[src/rtl/sprite_position_ctrl.sv]
// sprite_position_ctrl: turns the four raw active-low push-buttons into a
// clamped sprite origin for the VGA overlay. Keys are synchronized and
// debounced, a shared repeat FSM issues a first-press step followed by
// tick-paced auto-repeat, and the position saturates so the sprite square
// always stays inside the active area. Everything runs on the pixel clock.
`timescale 1ns/1ps

module sprite_position_ctrl #(
    parameter int TICK_DIV        = 1000000,
    parameter int DEBOUNCE_CYCLES = 50000,
    parameter int REPEAT_DELAY    = 8,
    parameter int STEP            = 10,
    parameter int SPRITE_SIZE     = 50,
    parameter int H_ACTIVE        = 640,
    parameter int V_ACTIVE        = 480,
    parameter int X_INIT          = 100,
    parameter int Y_INIT          = 100
) (
    input  logic        iVGA_CLK,
    input  logic        iRST_n,
    input  logic        moveleft,
    input  logic        moveright,
    input  logic        moveup,
    input  logic        movedown,
    output logic [11:0] oXPOS,
    output logic [11:0] oYPOS,
    output logic        oTICK,
    output logic        oMOVING
);

    localparam int TICK_W = $clog2(TICK_DIV);
    localparam int DB_W   = $clog2(DEBOUNCE_CYCLES + 1);
    localparam int REP_W  = $clog2(REPEAT_DELAY + 1);

    localparam logic [TICK_W-1:0] TICK_LAST = TICK_W'(TICK_DIV - 1);
    localparam logic [DB_W-1:0]   DB_LAST   = DB_W'(DEBOUNCE_CYCLES - 1);
    localparam logic [REP_W-1:0]  REP_LOAD  = REP_W'(REPEAT_DELAY);
    localparam logic [REP_W-1:0]  REP_ONE   = REP_W'(1);

    localparam logic signed [12:0] STEP_S = 13'(STEP);
    localparam logic signed [12:0] X_MAX  = 13'(H_ACTIVE - SPRITE_SIZE);
    localparam logic signed [12:0] Y_MAX  = 13'(V_ACTIVE - SPRITE_SIZE);
    localparam logic [11:0]        X_MAX_U = 12'(H_ACTIVE - SPRITE_SIZE);
    localparam logic [11:0]        Y_MAX_U = 12'(V_ACTIVE - SPRITE_SIZE);

    // Key bit order used throughout: 0 left, 1 right, 2 up, 3 down.
    localparam int K_LEFT  = 0;
    localparam int K_RIGHT = 1;
    localparam int K_UP    = 2;
    localparam int K_DOWN  = 3;

    typedef enum logic [1:0] {
        ST_IDLE,
        ST_HOLD,
        ST_REPEAT
    } state_t;

    logic [3:0]            key_raw;
    logic [3:0]            sync1_q, sync1_d;
    logic [3:0]            sync2_q, sync2_d;
    logic [3:0]            stable_q, stable_d;
    logic [3:0][DB_W-1:0]  db_cnt_q, db_cnt_d;
    logic [TICK_W-1:0]     tick_cnt_q, tick_cnt_d;
    logic [REP_W-1:0]      rep_cnt_q, rep_cnt_d;
    state_t                state_q, state_d;
    logic [11:0]           xpos_q, xpos_d;
    logic [11:0]           ypos_q, ypos_d;
    logic                  moving_q, moving_d;

    logic [3:0]            pressed;
    logic                  any_key;
    logic                  tick;
    logic                  step;
    logic signed [12:0]    dx, dy;
    logic signed [12:0]    x_sum, y_sum;
    logic [11:0]           x_next, y_next;

    assign key_raw = {movedown, moveup, moveright, moveleft};
    assign pressed = ~stable_q;
    assign any_key = |pressed;
    assign tick    = (tick_cnt_q == TICK_LAST);

    assign oXPOS   = xpos_q;
    assign oYPOS   = ypos_q;
    assign oTICK   = tick;
    assign oMOVING = moving_q;

    // Two-flop synchronizer on the raw keys plus debounce of the synced value.
    always_comb begin
        // NOTE: every output of a combinational block gets a default first so
        // no path leaves it unassigned and a latch is never inferred.
        sync1_d  = key_raw;
        sync2_d  = sync1_q;
        stable_d = stable_q;
        db_cnt_d = db_cnt_q;
        for (int k = 0; k < 4; k++) begin
            if (sync2_q[k] != stable_q[k]) begin
                if (db_cnt_q[k] == DB_LAST) begin
                    stable_d[k] = sync2_q[k];
                    db_cnt_d[k] = '0;
                end else begin
                    db_cnt_d[k] = db_cnt_q[k] + 1'b1;
                end
            end else begin
                db_cnt_d[k] = '0;
            end
        end
    end

    // Free-running movement tick divider.
    always_comb begin
        tick_cnt_d = tick ? '0 : tick_cnt_q + 1'b1;
    end

    // Repeat FSM next-state: first-press step, hold-off, then tick-paced repeat.
    always_comb begin
        state_d   = state_q;
        rep_cnt_d = rep_cnt_q;
        step      = 1'b0;
        unique case (state_q)
            ST_IDLE: begin
                if (any_key) begin
                    step      = 1'b1;
                    rep_cnt_d = REP_LOAD;
                    state_d   = ST_HOLD;
                end
            end
            ST_HOLD: begin
                if (!any_key) begin
                    state_d = ST_IDLE;
                end else if (tick) begin
                    if (rep_cnt_q == REP_ONE) begin
                        rep_cnt_d = '0;
                        state_d   = ST_REPEAT;
                    end else begin
                        rep_cnt_d = rep_cnt_q - 1'b1;
                    end
                end
            end
            ST_REPEAT: begin
                if (!any_key) begin
                    state_d = ST_IDLE;
                end else if (tick) begin
                    step = 1'b1;
                end
            end
            default: state_d = ST_IDLE;
        endcase
    end

    // Step direction, signed add and saturation to the legal origin range.
    always_comb begin
        dx = '0;
        dy = '0;
        if (pressed[K_RIGHT] && !pressed[K_LEFT]) dx = STEP_S;
        else if (pressed[K_LEFT] && !pressed[K_RIGHT]) dx = -STEP_S;
        if (pressed[K_DOWN] && !pressed[K_UP]) dy = STEP_S;
        else if (pressed[K_UP] && !pressed[K_DOWN]) dy = -STEP_S;

        x_sum = $signed({1'b0, xpos_q}) + dx;
        y_sum = $signed({1'b0, ypos_q}) + dy;

        if (x_sum[12])          x_next = '0;
        else if (x_sum > X_MAX) x_next = X_MAX_U;
        else                    x_next = x_sum[11:0];

        if (y_sum[12])          y_next = '0;
        else if (y_sum > Y_MAX) y_next = Y_MAX_U;
        else                    y_next = y_sum[11:0];

        xpos_d   = step ? x_next : xpos_q;
        ypos_d   = step ? y_next : ypos_q;
        moving_d = step && ((x_next != xpos_q) || (y_next != ypos_q));
    end

    // FSM state register.
    always_ff @(posedge iVGA_CLK or negedge iRST_n) begin
        // NOTE: sequential state uses non-blocking assignments so every flop
        // samples pre-edge values regardless of statement order.
        if (!iRST_n) begin
            state_q   <= ST_IDLE;
            rep_cnt_q <= '0;
        end else begin
            state_q   <= state_d;
            rep_cnt_q <= rep_cnt_d;
        end
    end

    // Datapath registers: key pipeline, divider and sprite position.
    always_ff @(posedge iVGA_CLK or negedge iRST_n) begin
        if (!iRST_n) begin
            sync1_q    <= '1;
            sync2_q    <= '1;
            stable_q   <= '1;
            db_cnt_q   <= '0;
            tick_cnt_q <= '0;
            xpos_q     <= 12'(X_INIT);
            ypos_q     <= 12'(Y_INIT);
            moving_q   <= 1'b0;
        end else begin
            sync1_q    <= sync1_d;
            sync2_q    <= sync2_d;
            stable_q   <= stable_d;
            db_cnt_q   <= db_cnt_d;
            tick_cnt_q <= tick_cnt_d;
            xpos_q     <= xpos_d;
            ypos_q     <= ypos_d;
            moving_q   <= moving_d;
        end
    end

endmodule
[config.mk]
export PLATFORM = sky130hd
export DESIGN_NAME = sprite_position_ctrl
export DESIGN_NICKNAME = d
export VERILOG_FILES = /design/src/rtl/sprite_position_ctrl.sv
export SDC_FILE = /design/constraint.sdc
export NUM_CORES = 1
export LEC_CHECK = 0
export CORE_ASPECT_RATIO = 0.5
export CORE_UTILIZATION = 50
export DETAILED_ROUTE_END_ITERATION = 6
export GPL_ROUTABILITY_DRIVEN = 1
export GPL_TIMING_DRIVEN = 0
export HOLD_SLACK_MARGIN = 0.12
export PLACE_DENSITY = 0.67
export SYNTH_ARGS = -nofsm -noshare
export SYNTH_HDL_FRONTEND = slang
export SYNTH_SLANG_ARGS = --single-unit
export TNS_END_PERCENT = 10
[constraint.sdc]
create_clock -name iVGA_CLK -period 4.6 [get_ports iVGA_CLK]
set_clock_uncertainty 0.2 [all_clocks]
set_input_delay 0.92 -clock iVGA_CLK [delete_from_list [all_inputs] [get_ports iVGA_CLK]]
set_output_delay 0.92 -clock iVGA_CLK [all_outputs]
set_load 0.02 [all_outputs]
==> results.sh <==
export IMPL_dp_cells=1148
export IMPL_drive_above_1_share_pct=10.32
export IMPL_critPathKind="reg2reg"
export IMPL_worst_pin_slew_ns=0.6602
export IMPL_final_nets=996
export IMPL_final_setup_tns_ns=0
export IMPL_worstPathMaxFanout=10
export IMPL_drv_slew=0
export IMPL_rr_worst_depth=17
export IMPL_hold_ws_ns=0.1547
export IMPL_fin_total_pwr_mw=2.587
export IMPL_synthFlopType="dfrtp_1"
export IMPL_place_gp_congestion=0.9743
export IMPL_ff2ff_setup_slack_ns=0.15
export IMPL_startpoint_type="flip-flop"
export IMPL_hp_class="reg2reg"
export IMPL_crit_arrival_ns=4.58
export IMPL_grt_usage_pct=24.15
export IMPL_die_area_mm2=0.01651
export IMPL_vias=7087
export IMPL_ys_seq_area_share_pct=40.08
export IMPL_numCtsBuffers=17
export IMPL_final_min_clock_period_ns=4.454
export IMPL_ys_ff_latch=127
export IMPL_cts_sinks=127
export IMPL_synth_top_area_cell="dfrtp_1"
export IMPL_die_x_um=180.7
export IMPL_yosys_top_cells_area="dfrtp_1, dfstp_2, nor2_1, xor2_1, xnor2_1"
export IMPL_portBuffers=31
export IMPL_fin_ws_ns=0.1457
export IMPL_maxCapViolations=0
export IMPL_antenna_found_initial=0
export IMPL_dpl_hpwl_um=13670
export IMPL_ir_drop_mv=0.2923
export IMPL_netlist_instances=912
export IMPL_power_density_mw_per_mm2=277.3
export IMPL_place_ws_ns=-0.8445
export IMPL_grt_max_degree=101
export IMPL_num_rows=32
export IMPL_core_area_mm2=0.01549
export IMPL_grt_pass1_vias=6600
export IMPL_fin_cells=1183
export IMPL_cts_hold_buf=0
export IMPL_ctsLongestPathBuffers=2
export IMPL_synth_top_cell_area_share_pct=34.16
export IMPL_drtIter0Drc=536
export IMPL_clk_pin_slew_ns=0.06
export IMPL_hold_end="sync2_q[3]$_DFF_PN1_"
export IMPL_postRouteAntennaNets=0
export IMPL_rsz0062_at_grt="true"
export IMPL_cts_max_level=4
export IMPL_hold_start="sync1_q[3]$_DFF_PN1_"
export IMPL_dr_pass1_iters=5
export IMPL_fill_cells=1310
export IMPL_yosysUniqueCellTypes=73
export IMPL_placed_cell_area_mm2=0.008579
export IMPL_rr_startpoint="stable_q[0]$_DFFE_PN1P_"
export IMPL_routed_wl_um=19530
export IMPL_max_freq_mhz=224.5
export IMPL_leakagePower_nw=3.954
export IMPL_grt_pass1_wl_um=32220
export IMPL_ctsRootBufferMaster="clkbuf_16"
export IMPL_async_flop_share_pct=100.0
export IMPL_worstSetupEndpointType="flip-flop"
export IMPL_status="finished, final reports clean"
export IMPL_synthTopCellsByCount="nor2_1, dfrtp_1, nand2_1, nand3_1, xor2_1"
export IMPL_r2r_end="oMOVING$_DFF_PN0_"
export IMPL_cp_required_ns=4.72
export IMPL_fp_dieH_um=91.36
export IMPL_grt_ovfl_total=0
export IMPL_finalSetupViolCount=0
export IMPL_drc=0
export IMPL_min_path_cells=0
export IMPL_final_util_pct=60.21
export IMPL_finalCritPeriodShare_pct=96.83
export IMPL_synthesis_area_mm2=0.007985
export IMPL_synth_most_common_cell="nor2_1"
export IMPL_synth_edf_count=0
export IMPL_syn_nets=941
export IMPL_area_growth_pct=16.84
export IMPL_slew_headroom_pct=55.58
export IMPL_final_cell_area_mm2=0.009330
export IMPL_viasPerCell=5.991
export IMPL_syn_area_per_cell_um2=8.756
export IMPL_finalHoldViolations=0
export IMPL_post_drt_wl_per_cell_um=16.51
export IMPL_clk_latency_ns=0.41
export IMPL_ioPinCount=32
export IMPL_yosys_warnings=0
export IMPL_initial_core_util_pct=51.53
export IMPL_n_antenna_cell=0
export IMPL_cts_tree="built"
==> registers in the layout, indices dropped and copies added (netlist names) <==
| name | flops |
|---|---|
| rep_cnt_q | 4 |
| oYPOS | 12 |
| oXPOS | 12 |
| state_q | 2 |
| oMOVING | 1 |
| stable_q | 4 |
| tick_cnt_q | 20 |
| sync2_q | 4 |
| sync1_q | 4 |
| db_cnt_q | 64 |
==> repair_timing <==
action / CTS / global route
setup endpoints to repair: 11 / 3
pin swaps: 3 / 3
endpoints found under the hold margin: 0 / 0
resized for setup: 14 / 13
buffers inserted: 1 / 4
==> critical path, stage by stage (launching register included) <==
cell and delay [ns]:
dfstp_2 0.58, inv_1 0.07, ha_2 0.23, clkbuf_4 0.20, clkbuf_4 0.20, clkbuf_4 0.20, xor2_1 0.17, ha_2 0.26
a21o_1 0.24, a21oi_1 0.18, nor2_1 0.10, or3_1 0.35, o311a_1 0.36, o21ba_4 0.27, nor3_4 0.05, a221o_1 0.34
and4b_1 0.20, a31oi_1 0.15
==> per-layer routing <==
metal / vias up / share of wire [%] / track usage (%)
met5: - / 0 / 0
met4: 0 / 2.0 / 8.405
met3: 36 / 3.6 / 3.369
met2: 190 / 46 / 39.67
met1: 3465 / 49 / 32.81
li1: 3396 / - / -
==> final cells by class <==
| type | instances | area, µm² | area share [%] |
|---|---|---|---|
| multi-input combinational | 719 | 4626 | 49.58 |
| sequential | 127 | 3201 | 34.30 |
| clock buffer | 19 | 452.9 | 4.854 |
| timing repair buffer | 37 | 376.6 | 4.036 |
| tap | 204 | 255.2 | 2.736 |
| buffer | 43 | 178.9 | 1.918 |
| clock inverter | 12 | 157.7 | 1.690 |
| inverter | 22 | 82.58 | 0.8851 |
==> cells by family after synthesis <==
group / synth area share [%]
AOI/OAI and AO/OA: 16.89
adders and majority gates: 3.604
DFF: 40.08
xor gates and xnor gates: 9.433
muxes: 1.739
and+or+nand+nor: 25.07
buffers and inverters: 3.181
==> how the worst max path moves through the flow <==
| stage | from | to | cells after the start |
|---|---|---|---|
| finish | stable_q[0]$_DFFE_PN1P_ | oMOVING$_DFF_PN0_ | 17 |
| global route | stable_q[0]$_DFFE_PN1P_ | oMOVING$_DFF_PN0_ | 17 |
| CTS | stable_q[0]$_DFFE_PN1P_ | oMOVING$_DFF_PN0_ | 17 |
| detailed placement | stable_q[1]$_DFFE_PN1P_ | oMOVING$_DFF_PN0_ | 16 |
| global placement | iRST_n | db_cnt_q[40]$_DFF_PN0_ | 1 |
| floorplan | stable_q[1]$_DFFE_PN1P_ | oMOVING$_DFF_PN0_ | 16 |
==> where the power goes <==
part | internal, mW | switching [mW]
clock | 0.882 | 0.509
combinational | 0.0164 | 0.0375
sequential | 1.13 | 0.00913
==> placed cells by master (no fill, tap or decap), types with 22 or more instances in the layout <==
master	count
and3_1	24
clkbuf_1	34
nor3_1	25
o21ai_0	42
xnor2_1	39
xor2_1	45
nand3_1	47
inv_1	22
nand2_1	80
nor2_1	117
a21oi_1	31
dfrtp_1	109
clkdlybuf4s50_1	30
Power figures use the tool's default switching activity.
